===== config.mk =====
export PLATFORM = sky130hd
export DESIGN_NAME = gcd_rr_scheduler
export DESIGN_NICKNAME = d
export VERILOG_FILES = /design/src/rtl/gcd_rr_scheduler.sv
export SDC_FILE = /design/constraint.sdc
export NUM_CORES = 1
export LEC_CHECK = 0
export BUFFER_PORTS_ARGS = -buffer_cell sky130_fd_sc_hd__buf_2
export CAP_MARGIN = 20
export CORE_AREA = 2 2 158 160
export CTS_BUF_LIST = sky130_fd_sc_hd__clkbuf_16
export DETAILED_ROUTE_END_ITERATION = 10
export DIE_AREA = 0 0 160 162
export REMOVE_ABC_BUFFERS = 1
export SLEW_MARGIN = 20
export SYNTH_ARGS = -nofsm -noshare
export SYNTH_HDL_FRONTEND = slang
export SYNTH_SLANG_ARGS = --single-unit

===== constraint.sdc =====
create_clock -name clk -period 3.78 [get_ports clk]
set_input_delay 0.378 -clock clk [delete_from_list [all_inputs] [get_ports clk]]
set_output_delay 0.378 -clock clk [all_outputs]
set_load 0.02 [all_outputs]

===== src/rtl/gcd_rr_scheduler.sv =====
// gcd_rr_scheduler: round-robin sharing of one sequential GCD engine among N_REQ requesters
module gcd_rr_scheduler #(
  parameter int N_REQ = 4,
  parameter int W = 32,
  parameter int IDW = 2,
  parameter int CNT_W = 8
) (
  input  logic               clk,
  input  logic               rst,
  input  logic [N_REQ-1:0]   req_valid_i,
  output logic [N_REQ-1:0]   req_ready_o,
  input  logic [N_REQ*W-1:0] req_a_i,
  input  logic [N_REQ*W-1:0] req_b_i,
  output logic               rsp_valid_o,
  input  logic               rsp_ready_i,
  output logic [IDW-1:0]     rsp_id_o,
  output logic [W-1:0]       rsp_gcd_o,
  output logic [CNT_W-1:0]   rsp_cycles_o,
  output logic               busy_o,
  output logic               eng_load_o,
  output logic [W-1:0]       eng_a_o,
  output logic [W-1:0]       eng_b_o,
  input  logic [W-1:0]       eng_gcd_i,
  input  logic               eng_done_i
);
  typedef enum logic [1:0] {IDLE, LOAD, WAIT, RESP} state_t;
  state_t state;
  logic [IDW-1:0] rr_ptr, grant;
  logic found;
  logic [N_REQ-1:0][W-1:0] a_arr, b_arr;
  assign a_arr = req_a_i;
  assign b_arr = req_b_i;
  // scan downwards so the last hit is the closest valid requester at or after rr_ptr
  always_comb begin
    logic [IDW-1:0] k;
    grant = '0;
    found = 1'b0;
    k = '0;
    for (int i = N_REQ - 1; i >= 0; i--) begin
      k = IDW'((int'(rr_ptr) + i) % N_REQ);
      if (req_valid_i[k]) begin
        grant = k;
        found = 1'b1;
      end
    end
  end
  assign req_ready_o = (state == IDLE && found && !rst) ? (N_REQ'(1) << grant) : '0;
  assign rsp_valid_o = state == RESP;
  assign busy_o = state != IDLE;
  assign eng_load_o = state == LOAD;
  always_ff @(posedge clk or posedge rst) begin
    if (rst) begin
      state <= IDLE;
      rr_ptr <= '0;
      rsp_id_o <= '0;
      rsp_gcd_o <= '0;
      rsp_cycles_o <= '0;
      eng_a_o <= '0;
      eng_b_o <= '0;
    end else begin
      case (state)
        IDLE: if (found) begin
          state <= LOAD;
          rsp_id_o <= grant;
          eng_a_o <= a_arr[grant];
          eng_b_o <= b_arr[grant];
        end
        LOAD: begin
          state <= WAIT;
          rsp_cycles_o <= '0;
        end
        WAIT: begin
          rsp_cycles_o <= (&rsp_cycles_o) ? rsp_cycles_o : rsp_cycles_o + 1'b1;
          if (eng_done_i) begin
            rsp_gcd_o <= eng_gcd_i;
            state <= RESP;
          end
        end
        RESP: if (rsp_ready_i) begin
          rr_ptr <= (rsp_id_o == IDW'(N_REQ - 1)) ? '0 : rsp_id_o + 1'b1;
          state <= IDLE;
        end
        default: state <= IDLE;
      endcase
    end
  end
endmodule


==> metrics, run 1 <==
vias in the first global route about 6100; io pins 409; Synth-to-Final Area Change 45.8%; number of buffers added on ports 408; Crit Path Class reg -> out; Placeable Area between 20000 and 25000 um2; crit end category output port; Post-synth ARST share 100%; CTS tree built; hold_ws 33.6 ps; syn_area_per_cell roughly 10 um2; clk root buf clkbuf_16; grt ovf 0; postcts setup bufs 0; Max Cap Viol 0; DR vias/cell between 4 and 5; status complete, no violations; reg2reg end eng_b_o[16]$_DFFE_PP0P_; Initial DRC Count approximately 280; post_cts resized 0; Mapped Area between 5000 and 6000 um2; WP data arrival roughly 2400 ps; largest net degree at the start of global routing 83; sequential element share of the synthesized area around 47%; min-delay worst type in -> async; Crit Path Max Fanout 38; Starting Density 24.5%; final wirelength between 20 and 25 mm; Skew-Pair Late Insertion Delay between 300 and 400 ps; PD cells ~800 nW/um2; cts bufs inserted 9; Fmax achieved between 0.3 and 0.4 GHz; row cnt 57; RR Startpoint state[1]$_DFFE_PP0P_; Final #Nets 1275; hold bufs inserted after CTS 0; WL per Instance about 18 um; WP data required around 3400 ps; Placer Congestion 0.813; Syn. warnings 0; Vias a little over 6000; n_diodes 0; number of synthesized flops with an enable pin 0; pin slew with the least headroom to its limit roughly 900 ps; wire length of the first global-routing pass between 30 and 40 mm; Peak VDD IR ~0.00031 V; ANT nets after route 0; setup_tns 0 ps; DRC viols 0; reg2reg setup slack 1410 ps; Post-Place Cells between 1000 and 1500; HPWL after DPL ~17 mm; clock-pin slew on the worst setup and hold paths about 90 ps; RSZ-0062 raised after global routing false; Hold Fails Final Rpt 0; Tmin final ~2700 ps; die width approximately 160 um; GR Util All Layers roughly 17%; Die ar. between 20000 and 30000 um2; leakage about 4.3 nW; Cell variety after synth 37; clock skew ~16 ps; Tcrit/Tclk final ~72%; endpoints failing setup 0; layout cells sized above 1 48.4%; fillers around 2500; Synth Flop Type dfrtp_1; clk sink count 110; DIE HEIGHT 162 um; Worst R2R Path Depth 6; First-pass DRT Iterations 5; total cell area at the placement stage between 8000 and 9000 um2; post-route cell area about 8600 um2; register bit count reported by yosys 110; initial antenna violation count 1; relative slew slack approximately 40%; max-slew violation count 0; CTS max path bufs 2; Syn Inst Count 588; Layout Cells excl Fill about 1300; H-tree Lvls 3; CP Launch Type register
[power breakdown]
| group | switching (mW) | internal, mW | leakage, nW |
|---|---|---|---|
| Sequential | 0.313 | 1.75 | 1.27 |
| Clock | 0.514 | 0.467 | 0.143 |
| Combinational | 2.35 | 1.43 | 2.91 |
| Total | 3.18 | 3.64 | 4.32 |
[final cells by class]
type / instances / area (um2) / share of cell area [%]
Clock buffer: 9 / 225 / 2.62
Multi-Input combinational cell: 425 / 2960 / 34.3
Inverter: 8 / 32.5 / 0.378
Clock inverter: 7 / 63.8 / 0.741
Sequential cell: 110 / 2750 / 32.0
Tap cell: 324 / 405 / 4.71
Timing Repair Buffer: 419 / 2170 / 25.3
[metal layers]
metal	vias up	track usage (%)	wire, um
met5	-	0	11
met4	2	5.00	435
met3	23	4.06	1830
met2	300	30.4	11300
met1	2926	20.7	9210
li1	2931	-	-
[state kept, by name, summed over array words and instances (netlist names)]
signal        count
eng_a_o          32
eng_b_o          32
rsp_gcd_o        32
rsp_cycles_o      8
rr_ptr            2
rsp_id_o          2
state             2
[stage by stage]
step	power, mW	setup slack [ps]	utilization (%)
floorplan	4.57	-1710	-
global placement	5.84	1360	34.5
detailed placement	5.91	1320	34.5
CTS	6.91	1060	35.7
global route	7.31	879	35.7
finish	6.82	1050	35.7
[logic make-up (layout without fill, tap and decap cells)]
kind of cell | Yosys count | count (layout) | synth area share [%]
compound gates | 152 | 152 | 19.2
flops | 110 | 110 | 46.6
fa+ha+maj | 6 | 6 | 1.27
buf+inv | 53 | 443 | 3.96
simple gates | 168 | 168 | 11.5
mux | 99 | 99 | 17.5
[critical path, stage by stage, from the launching register on]
cell and delay (ps):
dfrtp_1 450, a21boi_0 430, o221a_2 310, buf_4 390
and3_1 210, buf_2 170
[cell usage in the layout (no fill, tap or decap), types with 3 or more instances in the layout]
cell type / netlist / routed
nor2b_1: 3 / 3
a31oi_1: 66 / 66
nand3_1: 5 / 5
nand2_1: 139 / 139
buf_4: 2 / 7
mux2_2: 33 / 33
nor2_1: 7 / 5
o21ai_0: 8 / 8
inv_1: 8 / 7
nor3_1: 3 / 3
ha_1: 6 / 6
o2bb2ai_1: 64 / 64
clkbuf_16: 0 / 9
mux2i_1: 66 / 66
buf_2: 16 / 408
buf_12: 0 / 4
dfrtp_1: 110 / 110
nor4_1: 3 / 3
inv_8: 0 / 3
[cell usage after synthesis, drive strengths merged (2+ instances only)]
cell / number / area (um2)
nor2b: 3 / 18.8
clkbuf: 22 / 82.6
and3: 2 / 12.5
nand2b: 2 / 12.5
nor3: 3 / 15.0
o31ai: 2 / 15.0
nor2: 7 / 26.3
nand3: 5 / 25.0
mux2i: 66 / 661
mux2: 33 / 372
inv: 8 / 30.0
a31oi: 66 / 413
nor4: 3 / 18.8
o2bb2ai: 64 / 561
buf: 23 / 121
ha: 6 / 75.1
a21oi: 2 / 10.0
nand2: 139 / 522
o21ai: 8 / 40.0
dfrtp: 110 / 2750
[worst max-delay path by stage]
| stage | end | depth (start not counted) | start | slack [ps] |
|---|---|---|---|---|
| finish | req_ready_o[1] | 5 | rr_ptr[1]$_DFFE_PP0P_ | 1050 |
| global route | req_ready_o[1] | 5 | rr_ptr[1]$_DFFE_PP0P_ | 880 |
| CTS | req_ready_o[0] | 5 | rr_ptr[1]$_DFFE_PP0P_ | 1060 |
| detailed placement | req_ready_o[0] | 6 | req_valid_i[3] | 1320 |
| global placement | req_ready_o[0] | 6 | req_valid_i[3] | 1360 |
| floorplan | req_ready_o[3] | 3 | rr_ptr[1]$_DFFE_PP0P_ | -1710 |
No activity file was read; power rests on OpenSTA's default activity.
==> inputs of run 2 (changes only) <==
- CORE_AREA: 2 2 158 160 -> 2 2 157 159
- DIE_AREA: 0 0 160 162 -> 0 0 159 161
- clock period: 3.78 -> 2.4 ns (I/O delays scaled with it)
==> run 2 against run 1 <==
Compared with the run above:
- sequential power up 59%
- combinational power up 64%
- clock skew fell by 2.7 ps
- die area is 1.2% lower
- clock power is 54% higher
- critical path type unchanged
- largest power group unchanged
- highest routed layer unchanged
==> metrics, run 2 (synthesis results as in run 1) <==
status complete, no violations; GR Util All Layers 17.9% (+0.79 points); Peak VDD IR 0.000584 V (+87%); Tcrit/Tclk final between 90 and 100%; leakage 4.42 nW (+2.3%); CTS max path bufs 2 (unchanged); DIE HEIGHT 161 um (-0.62%); clk root buf clkbuf_16; global-route met2 utilization 31.3% (+0.90 points); Gate power share 56.6% (+1.2 points); H-tree Lvls 3 (unchanged); top flop regs eng_a_o (32), eng_b_o (32), rsp_gcd_o (32); clk sink count 110 (unchanged); Tmin final around 2300 ps; Skew-Pair Late Insertion Delay 350 ps (about the same); Reg power frac 29.7% (-0.5 points); setup_tns 0 ps (unchanged); Initial DRC Count 279 (+0.36%); die width 159 um (-0.63%); largest net degree at the start of global routing 73 (-12%); Fmax achieved roughly 0.44 GHz; DRC viols 0 (unchanged); max-slew violation count 0 (unchanged); WP data required 2160 ps (-1240 ps); Internal 5.93 mW (+63%); Crit Path Class reg -> out; Vias 6153 (-0.47%); Max Cap Viol 0 (unchanged); HPWL after DPL 17.8 mm (+2.4%); Synth-to-Final Area Change 49.3%; PD cells 1240 nW/um2 (+57%); relative slew slack 55.9% (+16 points); First-pass DRT Iterations 4 (-1); endpoints failing setup 0 (unchanged); DR vias/cell 4.66 (-1.8%); crit end category output port; layout cells sized above 1 49.3% (+0.98 points); Clock Power Share 13.7% (-0.7 points); Placeable Area 24000 um2 (-0.59%); clock-pin slew on the worst setup and hold paths 80 ps (about the same); Placer Congestion 0.799 (-1.8%); Layout Cells excl Fill 1320 (+1.4%); io pins 409 (unchanged); most frequent cells in the layout 408 x buf_2, 139 x nand2_1, 110 x dfrtp_1; pin slew with the least headroom to its limit 661 ps (-246 ps); final wirelength 23.5 mm (+2.9%); Die ar. 25600 um2 (-1.2%); clock skew 13.0 ps (-2.67 ps); most common cell after layout, fill and taps aside buf_2; grt met3 use 5.01% (+0.95 points); Layout Utilization 36.8% (+1.1 points); initial antenna violation count 2 (+1); Crit Path Max Fanout 10 (-74%); Final #Nets 1292 (+1.3%); WP data arrival 2030 ps (-320 ps); layer with the highest usage met2; Tot Pwr 11.0 mW (+61%); cts bufs inserted 9 (unchanged); vias in the first global route 6378 (+5.3%); min-delay worst type in -> reg; Post-Place Cells 1298 (+0.93%); Sw Share 46.0% (-0.61 points); hold_ws 114 ps (+80.4 ps); fillers 2514 (-1.1%); wire length of the first global-routing pass 36.1 mm (+3.9%); net switching power 5.05 mW (+59%); ANT nets after route 0 (unchanged); Hold Fails Final Rpt 0 (unchanged); GRT met1 Usage 22.1% (+1.3 points); Starting Density 24.6% (+0.15 points); number of buffers added on ports 408 (unchanged); row cnt 57 (unchanged); CP Launch Type register; grt ovf 0 (unchanged); CTS tree built; WL per Instance 17.8 um (+1.5%)
run 2: critical path, cell delays in order, from the launching register on:
cell,delay (ps)
dfrtp_1,410
inv_1,100
ha_2,200
or2b_1,270
a21oi_4,160
buf_12,170
and3_1,190
buf_2,180
run 2: layer usage:
metal	up-vias	part of all wire [%]
met5	-	0.068
met4	2	1.3
met3	22	8.4
met2	296	50
met1	2871	41
li1	2962	-
run 2: worst paths after layout:
| check | from | cells past startpoint | to | slack [ps] |
|---|---|---|---|---|
| setup / recovery | state[1]$_DFFE_PP0P_ | 7 | req_ready_o[1] | 130 |
| hold reg to reg | rsp_gcd_o[19]$_DFFE_PP0P_ | 1 | rsp_gcd_o[19]$_DFFE_PP0P_ | 500 |
| max in group asynchronous | rst | 4 | rsp_gcd_o[0]$_DFFE_PP0P_ | 1250 |
| hold / removal | eng_gcd_i[27] | 2 | rsp_gcd_o[27]$_DFFE_PP0P_ | 110 |
| min in group asynchronous | rst | 3 | eng_b_o[11]$_DFFE_PP0P_ | 420 |
| setup reg to reg | state[1]$_DFFE_PP0P_ | 7 | eng_a_o[27]$_DFFE_PP0P_ | 220 |
run 2: timing repair:
item	4_1_cts	5_1_grt
pin swaps	1	0
setup buffers	0	1
endpoints found under the setup margin	24	10
gates cloned	1	1
gates resized for setup	0	3
hold buffers	1	0
hold endpoints to repair	18	0
run 2: metrics by stage:
step                setup WS, ps  area [um2]
floorplan                  -2960        5700
global placement            5.79        8470
detailed placement         -77.5        8470
CTS                         10.6        8770
global route               -4.46        8820
finish                       126        8820
run 2: power by group through the flow:
stage,sequential (mW),combinational [mW],clock (mW)
finish,3.27,6.21,1.51
global route,3.39,6.76,1.64
global placement,3.28,6.08,0
floorplan,4.29,2.92,0
CTS,3.27,6.21,1.57
detailed placement,3.30,6.16,0
run 2: final cells by class:
cell class                 count  area (um2)  area share (%)
multi-input combinational    426        2970            33.7
sequential                   110        2750            31.2
timing repair buffer         435        2370            26.9
tap                          324         405            4.60
clock buffer                   9         225            2.55
clock inverter                 7        58.8           0.667
inverter                       8        32.5           0.369
antenna                        1        2.50          0.0284
